<file path="src/rtl/miter_mon_pkg.sv">
// Shared types and helpers for the miter divergence monitor.
package miter_mon_pkg;

   typedef enum logic [1:0] {
      IDLE    = 2'd0,
      SETTLE  = 2'd1,
      MONITOR = 2'd2,
      TRIPPED = 2'd3
   } mon_state_e;

   // Channel-index width; a single channel still gets a 1-bit index.
   function automatic int unsigned idx_w(input int unsigned n);
      return (n <= 2) ? 1 : $clog2(n);
   endfunction

endpackage

</file>
<file path="src/rtl/miter_mon_prio_enc.sv">
// Lowest-set-index priority encoder with an any-set flag (combinational).
module miter_mon_prio_enc
   import miter_mon_pkg::*;
#(
   parameter int unsigned NUM_CH = 4
) (
   input  logic [NUM_CH-1:0]            vec,
   output logic [idx_w(NUM_CH)-1:0]     idx,
   output logic                         any
);

   localparam int unsigned IDX_W = idx_w(NUM_CH);

   // Scan from the top down so the lowest set bit is the last one written.
   always_comb begin
      idx = '0;
      any = |vec;
      for (int unsigned i = NUM_CH; i > 0; i--) begin
         if (vec[i-1]) idx = IDX_W'(i - 1);
      end
   end

endmodule

</file>
<file path="src/rtl/miter_divergence_monitor.sv">
// Two-instance miter observation checker: latches the first divergence
// (channel, cycle stamp, both data words) across NUM_CH channels.
// Optional macro MITER_MON_DIVCNT_EN adds the div_cnt divergence counter.
module miter_divergence_monitor
   import miter_mon_pkg::*;
#(
   parameter int unsigned NUM_CH        = 4,
   parameter int unsigned CH_W          = 32,
   parameter int unsigned CNT_W         = 16,
   parameter int unsigned SETTLE_CYCLES = 2
) (
   input  logic                        clk,
   input  logic                        rst,
   input  logic                        arm,
   input  logic                        clear,
   input  logic [NUM_CH-1:0]           ch_mask,
   input  logic [NUM_CH-1:0]           obs_vld_a,
   input  logic [NUM_CH*CH_W-1:0]      obs_dat_a,
   input  logic [NUM_CH-1:0]           obs_vld_b,
   input  logic [NUM_CH*CH_W-1:0]      obs_dat_b,
   output logic                        busy,
   output logic                        tripped,
   output logic [idx_w(NUM_CH)-1:0]    trip_ch,
   output logic [CNT_W-1:0]            trip_stamp,
   output logic [CH_W-1:0]             trip_dat_a,
   output logic [CH_W-1:0]             trip_dat_b
`ifdef MITER_MON_DIVCNT_EN
   ,
   output logic [CNT_W-1:0]            div_cnt
`endif
);

   localparam int unsigned IDX_W = idx_w(NUM_CH);
   localparam int unsigned SETTLE_INIT = (SETTLE_CYCLES > 0) ? SETTLE_CYCLES - 1 : 0;
   localparam logic [7:0]  SETTLE_LOAD = 8'(SETTLE_INIT);

   mon_state_e         state_q, state_d;
   logic [7:0]         settle_cnt;
   logic [CNT_W-1:0]   stamp_cnt;
   logic [NUM_CH-1:0]  div;
   logic [IDX_W-1:0]   first_ch;
   logic               div_any;
   logic [CH_W-1:0]    sel_dat_a, sel_dat_b;

   // Per-channel divergence; data only matters when both sides are valid.
   always_comb begin
      div = '0;
      for (int unsigned i = 0; i < NUM_CH; i++) begin
         div[i] = ch_mask[i] &
                  ((obs_vld_a[i] ^ obs_vld_b[i]) |
                   (obs_vld_a[i] & obs_vld_b[i] &
                    (obs_dat_a[i*CH_W +: CH_W] != obs_dat_b[i*CH_W +: CH_W])));
      end
   end

   miter_mon_prio_enc #(.NUM_CH(NUM_CH)) u_prio_enc (
      .vec (div),
      .idx (first_ch),
      .any (div_any)
   );

   // Select the data words of the first diverging channel.
   always_comb begin
      sel_dat_a = '0;
      sel_dat_b = '0;
      for (int unsigned i = 0; i < NUM_CH; i++) begin
         if (first_ch == IDX_W'(i)) begin
            sel_dat_a = obs_dat_a[i*CH_W +: CH_W];
            sel_dat_b = obs_dat_b[i*CH_W +: CH_W];
         end
      end
   end

   // Next-state logic; clear overrides every other transition.
   always_comb begin
      state_d = state_q;
      case (state_q)
         IDLE:    if (arm) state_d = (SETTLE_CYCLES > 0) ? SETTLE : MONITOR;
         SETTLE:  if (settle_cnt == '0) state_d = MONITOR;
         MONITOR: if (div_any) state_d = TRIPPED;
         TRIPPED: state_d = TRIPPED;
         default: state_d = IDLE;
      endcase
      if (clear) state_d = IDLE;
   end

   // State register.
   always_ff @(posedge clk) begin
      if (rst) state_q <= IDLE;
      else     state_q <= state_d;
   end

   // Counters and first-divergence record.
   always_ff @(posedge clk) begin
      if (rst || clear) begin
         settle_cnt <= '0;
         stamp_cnt  <= '0;
         trip_ch    <= '0;
         trip_stamp <= '0;
         trip_dat_a <= '0;
         trip_dat_b <= '0;
`ifdef MITER_MON_DIVCNT_EN
         div_cnt    <= '0;
`endif
      end else begin
         case (state_q)
            IDLE: begin
               if (arm) begin
                  settle_cnt <= SETTLE_LOAD;
                  stamp_cnt  <= '0;
`ifdef MITER_MON_DIVCNT_EN
                  div_cnt    <= '0;
`endif
               end
            end
            SETTLE: begin
               if (settle_cnt != '0) settle_cnt <= settle_cnt - 8'd1;
               if (stamp_cnt != '1) stamp_cnt <= stamp_cnt + 1'b1;
            end
            MONITOR: begin
               if (stamp_cnt != '1) stamp_cnt <= stamp_cnt + 1'b1;
               if (div_any) begin
                  trip_ch    <= first_ch;
                  trip_stamp <= stamp_cnt;
                  trip_dat_a <= sel_dat_a;
                  trip_dat_b <= sel_dat_b;
               end
`ifdef MITER_MON_DIVCNT_EN
               if (div_any && div_cnt != '1) div_cnt <= div_cnt + 1'b1;
`endif
            end
            TRIPPED: begin
`ifdef MITER_MON_DIVCNT_EN
               if (div_any && div_cnt != '1) div_cnt <= div_cnt + 1'b1;
`endif
            end
            default: ;
         endcase
      end
   end

   assign busy    = (state_q == SETTLE) || (state_q == MONITOR);
   assign tripped = (state_q == TRIPPED);

endmodule

</file>
<file path="config.mk">
export PLATFORM = sky130hd
export DESIGN_NAME = miter_divergence_monitor
export DESIGN_NICKNAME = d
export VERILOG_FILES = /design/src/rtl/miter_mon_pkg.sv /design/src/rtl/miter_mon_prio_enc.sv /design/src/rtl/miter_divergence_monitor.sv
export SDC_FILE = /design/constraint.sdc
export NUM_CORES = 1
export LEC_CHECK = 0
export CAP_MARGIN = 20
export CELL_PAD_IN_SITES_DETAIL_PLACEMENT = 1
export CELL_PAD_IN_SITES_GLOBAL_PLACEMENT = 2
export CORE_MARGIN = 3
export CORE_UTILIZATION = 25
export CTS_CLUSTER_DIAMETER = 200
export CTS_CLUSTER_SIZE = 12
export DETAILED_ROUTE_END_ITERATION = 8
export PLACE_DENSITY_LB_ADDON = 0.3
export SYNTH_ARGS = -nofsm -noshare
export SYNTH_HDL_FRONTEND = slang
export SYNTH_SLANG_ARGS = --single-unit
</file>
<file path="constraint.sdc">
create_clock -name clk -period 4.19 [get_ports clk]
set_input_delay 0.838 -clock clk [delete_from_list [all_inputs] [get_ports clk]]
set_output_delay 0.838 -clock clk [all_outputs]
set_load 0.02 [all_outputs]
</file>
==> out/metrics.csv, run 1 <==
metric,value,unit
status,completed,
place_area,11900,µm²
slowest_delay,0.47,ns
core,29950,µm²
syn2layout_area_growth,59.03,%
routed_wl,41.79,mm
ys_seq_elements,108,
grt_pass1_wl,59.89,mm
yosys.area.top_type,dfxtp_1,
fin_crit_sh,0.8544,
hold_class,reg -> reg,
globalplace.congestion,0.9039,
n_fill_cell,3466,
yosysSeqAreaShare,0.2813,
crit_type,in -> reg,
final_common_cell,clkdlybuf4s50_1,
crit_buf_inv,2,
syn-num-nets,1203,
final_design_area_no_fill,12230,µm²
cp_cell_sequence,"clkdlybuf4s50_1, xor2_1, nor4_1, nand4_1, o211ai_4, buf_12, nand3b_1, o221ai_1, o21ai_0, a32o_1",
fmax,0.2793,GHz
p_sw,1.100,mW
die_area,32890,µm²
ir_drop,0.1730,mV
worstSkewPairLatency,0.37,ns
slowest_stage,clkdlybuf4s50_1,
cts_resized,0,
die_y,181.4,µm
syn-cell-area,7687,µm²
antenna_found_initial,5,
finalNetCount,1543,
vias,8516,
dr_wl_met2,19.13,mm
htree_levels,3,
layout_common_cells,"355 x clkdlybuf4s50_1, 108 x dfxtp_1, 102 x xnor2_1",
setup_tns,0,ns
syn_inst,919,
synth_edf_count,0,
skew,0.008879,ns
topRoutingLayerUsed,met5,
drt-met1-wl,19.41,mm
die-width,181.4,µm
cts_setup_buffers,0,
required,4.45,ns
p_comb_frac,0.360,
start_kind,input port,
slew_headroom,0.3623,
setup_viol,0,
wl_per_cell,25.19,µm
maxSlewViolCount,0,
drt-pass1-iter-count,5,
fin_crit,3.580,ns
arrival,3.84,ns
p_leak,4.248,nW
drtIter0Drc,541,
yosysTopAreaCellShare,0.2813,
path_max_fanout,40,
initial_core_util,0.2566,
drc,0,
yosysUniqueCellTypes,41,
syn_area_per_cell,8.365,µm²
rows,63,
yosys_warnings,0,
multi_input_area,4971,µm²
post-dp-hpwl,34.59,mm
regArea,2162,µm²
cap_viol_max_count,0,
pwr-share-seq,0.338,
synthFlopType,dfxtp_1,
grtUsageTotal,0.2451,
portBuffers,355,
cell_internal_pwr,2.005,mW
clock_power_share,0.301,
drive_gt1_frac,0.05617,
routed_via_density,5.133,
ant_nets,0,
clk_pin_slew,0.09,ns
p_per_area,254.0,nW/µm²
worst_pin_slew,0.9535,ns
rsz0062_at_grt,false,
grt_pass1_vias,8937,
clockRootBuffer,clkbuf_16,
io_pins,356,
cts_sinks,108,
grt_max_degree,66,
synthArstFlopShare,0,
setup.worst_path.end_class,register,
sw_frac_of_total,0.3543,
cts_tree,yes,
crit_family,compound AO/OA/AOI/OAI gates,
place_ws,0.2350,ns
clockBufferDepth,2,
dr_wl_met3,2.631,mm
synth.area.top_cells,"dfxtp_1 28%, xnor2_1 12%, a32o_1 8.3%, o221ai_1 7.3%, nand3b_1 6.3%",
layout_setup_ws,0.6099,ns
cts_hold_buf,0,
cts_buffers,9,
hold_viol,0,
gr-total-overflow,0,
==> cell type report <==
cell class	count	area share
Tap cell	390	0.03991
Sequential cell	108	0.1768
Timing Repair Buffer	399	0.3269
Clock buffer	9	0.01842
Antenna cell	5	0.001023
Clock inverter	7	0.007266
Inverter	75	0.02303
Multi-Input combinational cell	666	0.4066
==> Yosys cell counts, drive strengths merged, types with 2 or more instances <==
library cell / count
nand3: 2
o221ai: 64
a32o: 64
buf: 42
and4: 5
a31oi: 2
and3: 2
ha: 12
nor2: 44
nor3: 5
a211o: 2
xnor2: 102
nor2b: 4
inv: 75
mux2i: 16
nand4: 31
a211oi: 4
a21oi: 12
xor2: 43
nand3b: 64
o21ai: 72
clkbuf: 28
nor4: 15
and2: 2
dfxtp: 108
nand2: 23
or3: 3
nand2b: 64
==> registers in the layout, indices dropped and copies added (netlist names) <==
signal      count
settle_cnt      8
stamp_cnt      16
state_q         2
trip_ch         2
trip_dat_a     32
trip_dat_b     32
trip_stamp     16
==> power by group through the flow <==
| stage | clock, mW | sequential [mW] | combinational (mW) |
|---|---|---|---|
| 3_5_place_dp | 0 | 1.07 | 1.11 |
| 6_report | 0.936 | 1.05 | 1.12 |
| 3_3_place_gp | 0 | 1.07 | 1.10 |
| 4_1_cts | 0.967 | 1.05 | 1.12 |
| 2_1_floorplan | 0 | 1.08 | 0.455 |
| 5_1_grt | 1.00 | 1.05 | 1.20 |
==> cells by family (layout without fill, tap and decap cells) <==
group           after synthesis  in the layout  share of synthesized area
simple gates                267            267                     0.2095
compound gates              226            226                     0.2259
xor+xnor                    145            145                     0.1652
buf+inv                     145            490                    0.07780
flops                       108            108                     0.2812
mux                          16             16                    0.02083
fa+ha+maj                    12             12                    0.01953
other cells                   0              5                          0
==> per-stage QoR <==
stage	total power [mW]	std cells	hold slack, ns	util
3_5_place_dp	2.185	1638	0.4549	0.3972
2_1_floorplan	1.536	919	0.4585	-
5_1_grt	3.255	1658	0.4859	0.4081
6_report	3.105	1659	0.4750	0.4081
3_3_place_gp	2.179	1638	0.4472	0.3972
4_1_cts	3.135	1654	0.4744	0.4077
==> worst reg2reg max path: stages (launching register included) <==
cell and delay, ns:
dfxtp_1 0.44, and4_1 0.28, nand4_1 0.23, nor4_1 0.47, nor2_1 0.21, and4_1 0.33
nor2b_1 0.17, xnor2_1 0.14, nor2_1 0.05
==> layer usage <==
layer / GRT usage / up-vias
li1: - / 4023
met1: 0.3335 / 4165
met2: 0.3983 / 298
met3: 0.05758 / 28
met4: 0.04814 / 2
met5: 0 / -
==> path summary, 6_finish.rpt <==
path                       start        endpoint  slack, ns  depth (start not counted)
setup / recovery   obs_dat_a[48]  trip_dat_a[21]       0.61                         10
hold / removal    trip_dat_b[12]  trip_dat_b[12]       0.48                          1
setup reg to reg    stamp_cnt[6]   stamp_cnt[13]       1.77                          8
hold reg to reg   trip_dat_b[12]  trip_dat_b[12]       0.48                          1
Power figures use the tool's default switching activity.
==> run 2: changes to the inputs <==
--- a/config.mk
+++ b/config.mk
@@ -8,6 +8,7 @@
 export CAP_MARGIN = 20
 export CELL_PAD_IN_SITES_DETAIL_PLACEMENT = 1
 export CELL_PAD_IN_SITES_GLOBAL_PLACEMENT = 2
+export CORE_ASPECT_RATIO = 0.8
 export CORE_MARGIN = 3
 export CORE_UTILIZATION = 25
 export CTS_CLUSTER_DIAMETER = 200
==> run 2 against run 1 <==
Cell count unchanged; combinational power about the same; die area about the same; flip-flop and latch count unchanged; design area decreased by 0.94%; critical endpoint is now trip_dat_a[18]; highest routed layer unchanged.
==> out/metrics.csv, run 2 (synthesized netlist as in run 1, its figures left out) <==
metric,value,unit,change
total_power,3.046,mW,-1.9%
grt_max_degree,66,,unchanged
cap_viol_max_count,0,,unchanged
slew_headroom,0.3663,,+0.003989
die_area,32900,µm²,about the same
required,4.45,ns,about the same
final_common_cell,clkdlybuf4s50_1,,
grtUsageTotal,0.2528,,+0.007700
drt-pass1-iter-count,5,,unchanged
cts_setup_buffers,0,,unchanged
fin_crit_sh,0.8950,,+0.04059
clk_pin_slew,0.08,ns,about the same
die_y,162.8,µm,-10%
cts_buffers,9,,unchanged
path_max_fanout,47,,+18%
wl_per_cell,25.71,µm,+2.1%
maxSlewViolCount,0,,unchanged
p_per_area,251.5,nW/µm²,-0.97%
antenna_found_initial,5,,unchanged
start_kind,input port,,
routed_wl,42.65,mm,+2.1%
grt_pass1_wl,60.92,mm,+1.7%
globalplace.congestion,0.9204,,+1.8%
worstSkewPairLatency,0.35,ns,-0.02 ns
arrival,4.01,ns,+0.17 ns
core,29780,µm²,-0.58%
setup_tns,0,ns,unchanged
drc,0,,unchanged
routed_via_density,5.134,,about the same
setup.worst_path.end_class,register,,
status,completed,,
clockRootBuffer,clkbuf_16,,
top_regs,"trip_dat_a x32, trip_dat_b x32",,
gr-total-overflow,0,,unchanged
rsz0062_at_grt,false,,
skew,0.01145,ns,+0.002572 ns
drive_gt1_frac,0.04560,,-0.01057
htree_levels,3,,unchanged
io_pins,356,,unchanged
post-dp-hpwl,35.54,mm,+2.7%
ir_drop,0.1870,mV,+8.1%
cts_sinks,108,,unchanged
setup_viol,0,,unchanged
rows,56,,-11%
cts_tree,yes,,
portBuffers,355,,unchanged
fmax,0.2667,GHz,-4.5%
cts_resized,0,,unchanged
syn2layout_area_growth,57.54,%,
clockBufferDepth,2,,unchanged
vias,8518,,+0.023%
worst_pin_slew,0.9475,ns,-0.005964 ns
hold_class,reg -> reg,,
hold_viol,0,,unchanged
crit_type,in -> reg,,
layout_common_cells,"355 x clkdlybuf4s50_1, 108 x dfxtp_1, 102 x xnor2_1",,
initial_core_util,0.2582,,+0.001510
drtIter0Drc,654,,+21%
finalNetCount,1529,,-0.91%
p_leak,4.174,nW,-1.7%
die-width,202.1,µm,+11%
grt_pass1_vias,8551,,-4.3%
fin_crit,3.750,ns,+0.1701 ns
cts_hold_buf,0,,unchanged
ant_nets,0,,unchanged
run 2: area by class of cell:
cell class,count,area [µm²]
fill,3495,17670
antenna,3,7.507
timing repair buffer,385,3879
clock buffer,10,239.0
tap,406,508.0
sequential,108,2162
inverter,75,281.5
clock inverter,6,62.56
multi-input combinational,666,4971
run 2: critical path, stage by stage:
cell and delay (ns):
clkdlybuf4s50_1 0.54, xor2_1 0.21, nor4_1 0.43, nand4_1 0.21, o211ai_4 0.26, buf_12 0.26, nand3b_1 0.11, o221ai_1 0.40
o21ai_0 0.37, a32o_1 0.34
run 2: per-layer routing:
layer / global-route usage / vias to the layer above / wire, µm
met5: 0 / - / 21
met4: 0.03518 / 4 / 337
met3: 0.06833 / 20 / 3548
met2: 0.3764 / 356 / 18070
met1: 0.3717 / 4136 / 20680
li1: - / 4002 / -
run 2: power by group:
group          switching (mW)  internal, mW
Sequential             0.0106          1.04
Combinational           0.607         0.506
Clock                   0.445         0.438
Total                    1.06          1.98
run 2: stage by stage:
step           cells  hold WS (ns)  setup slack (ns)  instance area [µm²]    util
4_1_cts         1656        0.4702            0.4691                12100  0.4064
6_report        1659        0.4665            0.4399                12110  0.4067
2_1_floorplan    919        0.4585             1.472                 7687       -
5_1_grt         1659        0.4880            0.3370                12110  0.4067
3_3_place_gp    1640        0.4473            0.1110                11800  0.3963
3_5_place_dp    1640        0.4527            0.1187                11800  0.3963
run 2: worst paths after layout:
check	start	to	slack, ns	depth (start not counted)
max	obs_dat_a[63]	trip_dat_a[18]	0.44	10
min	trip_dat_b[26]	trip_dat_b[26]	0.47	1
max reg2reg	state_q[0]	trip_dat_a[19]	1.78	6
min reg2reg	trip_dat_b[26]	trip_dat_b[26]	0.47	1
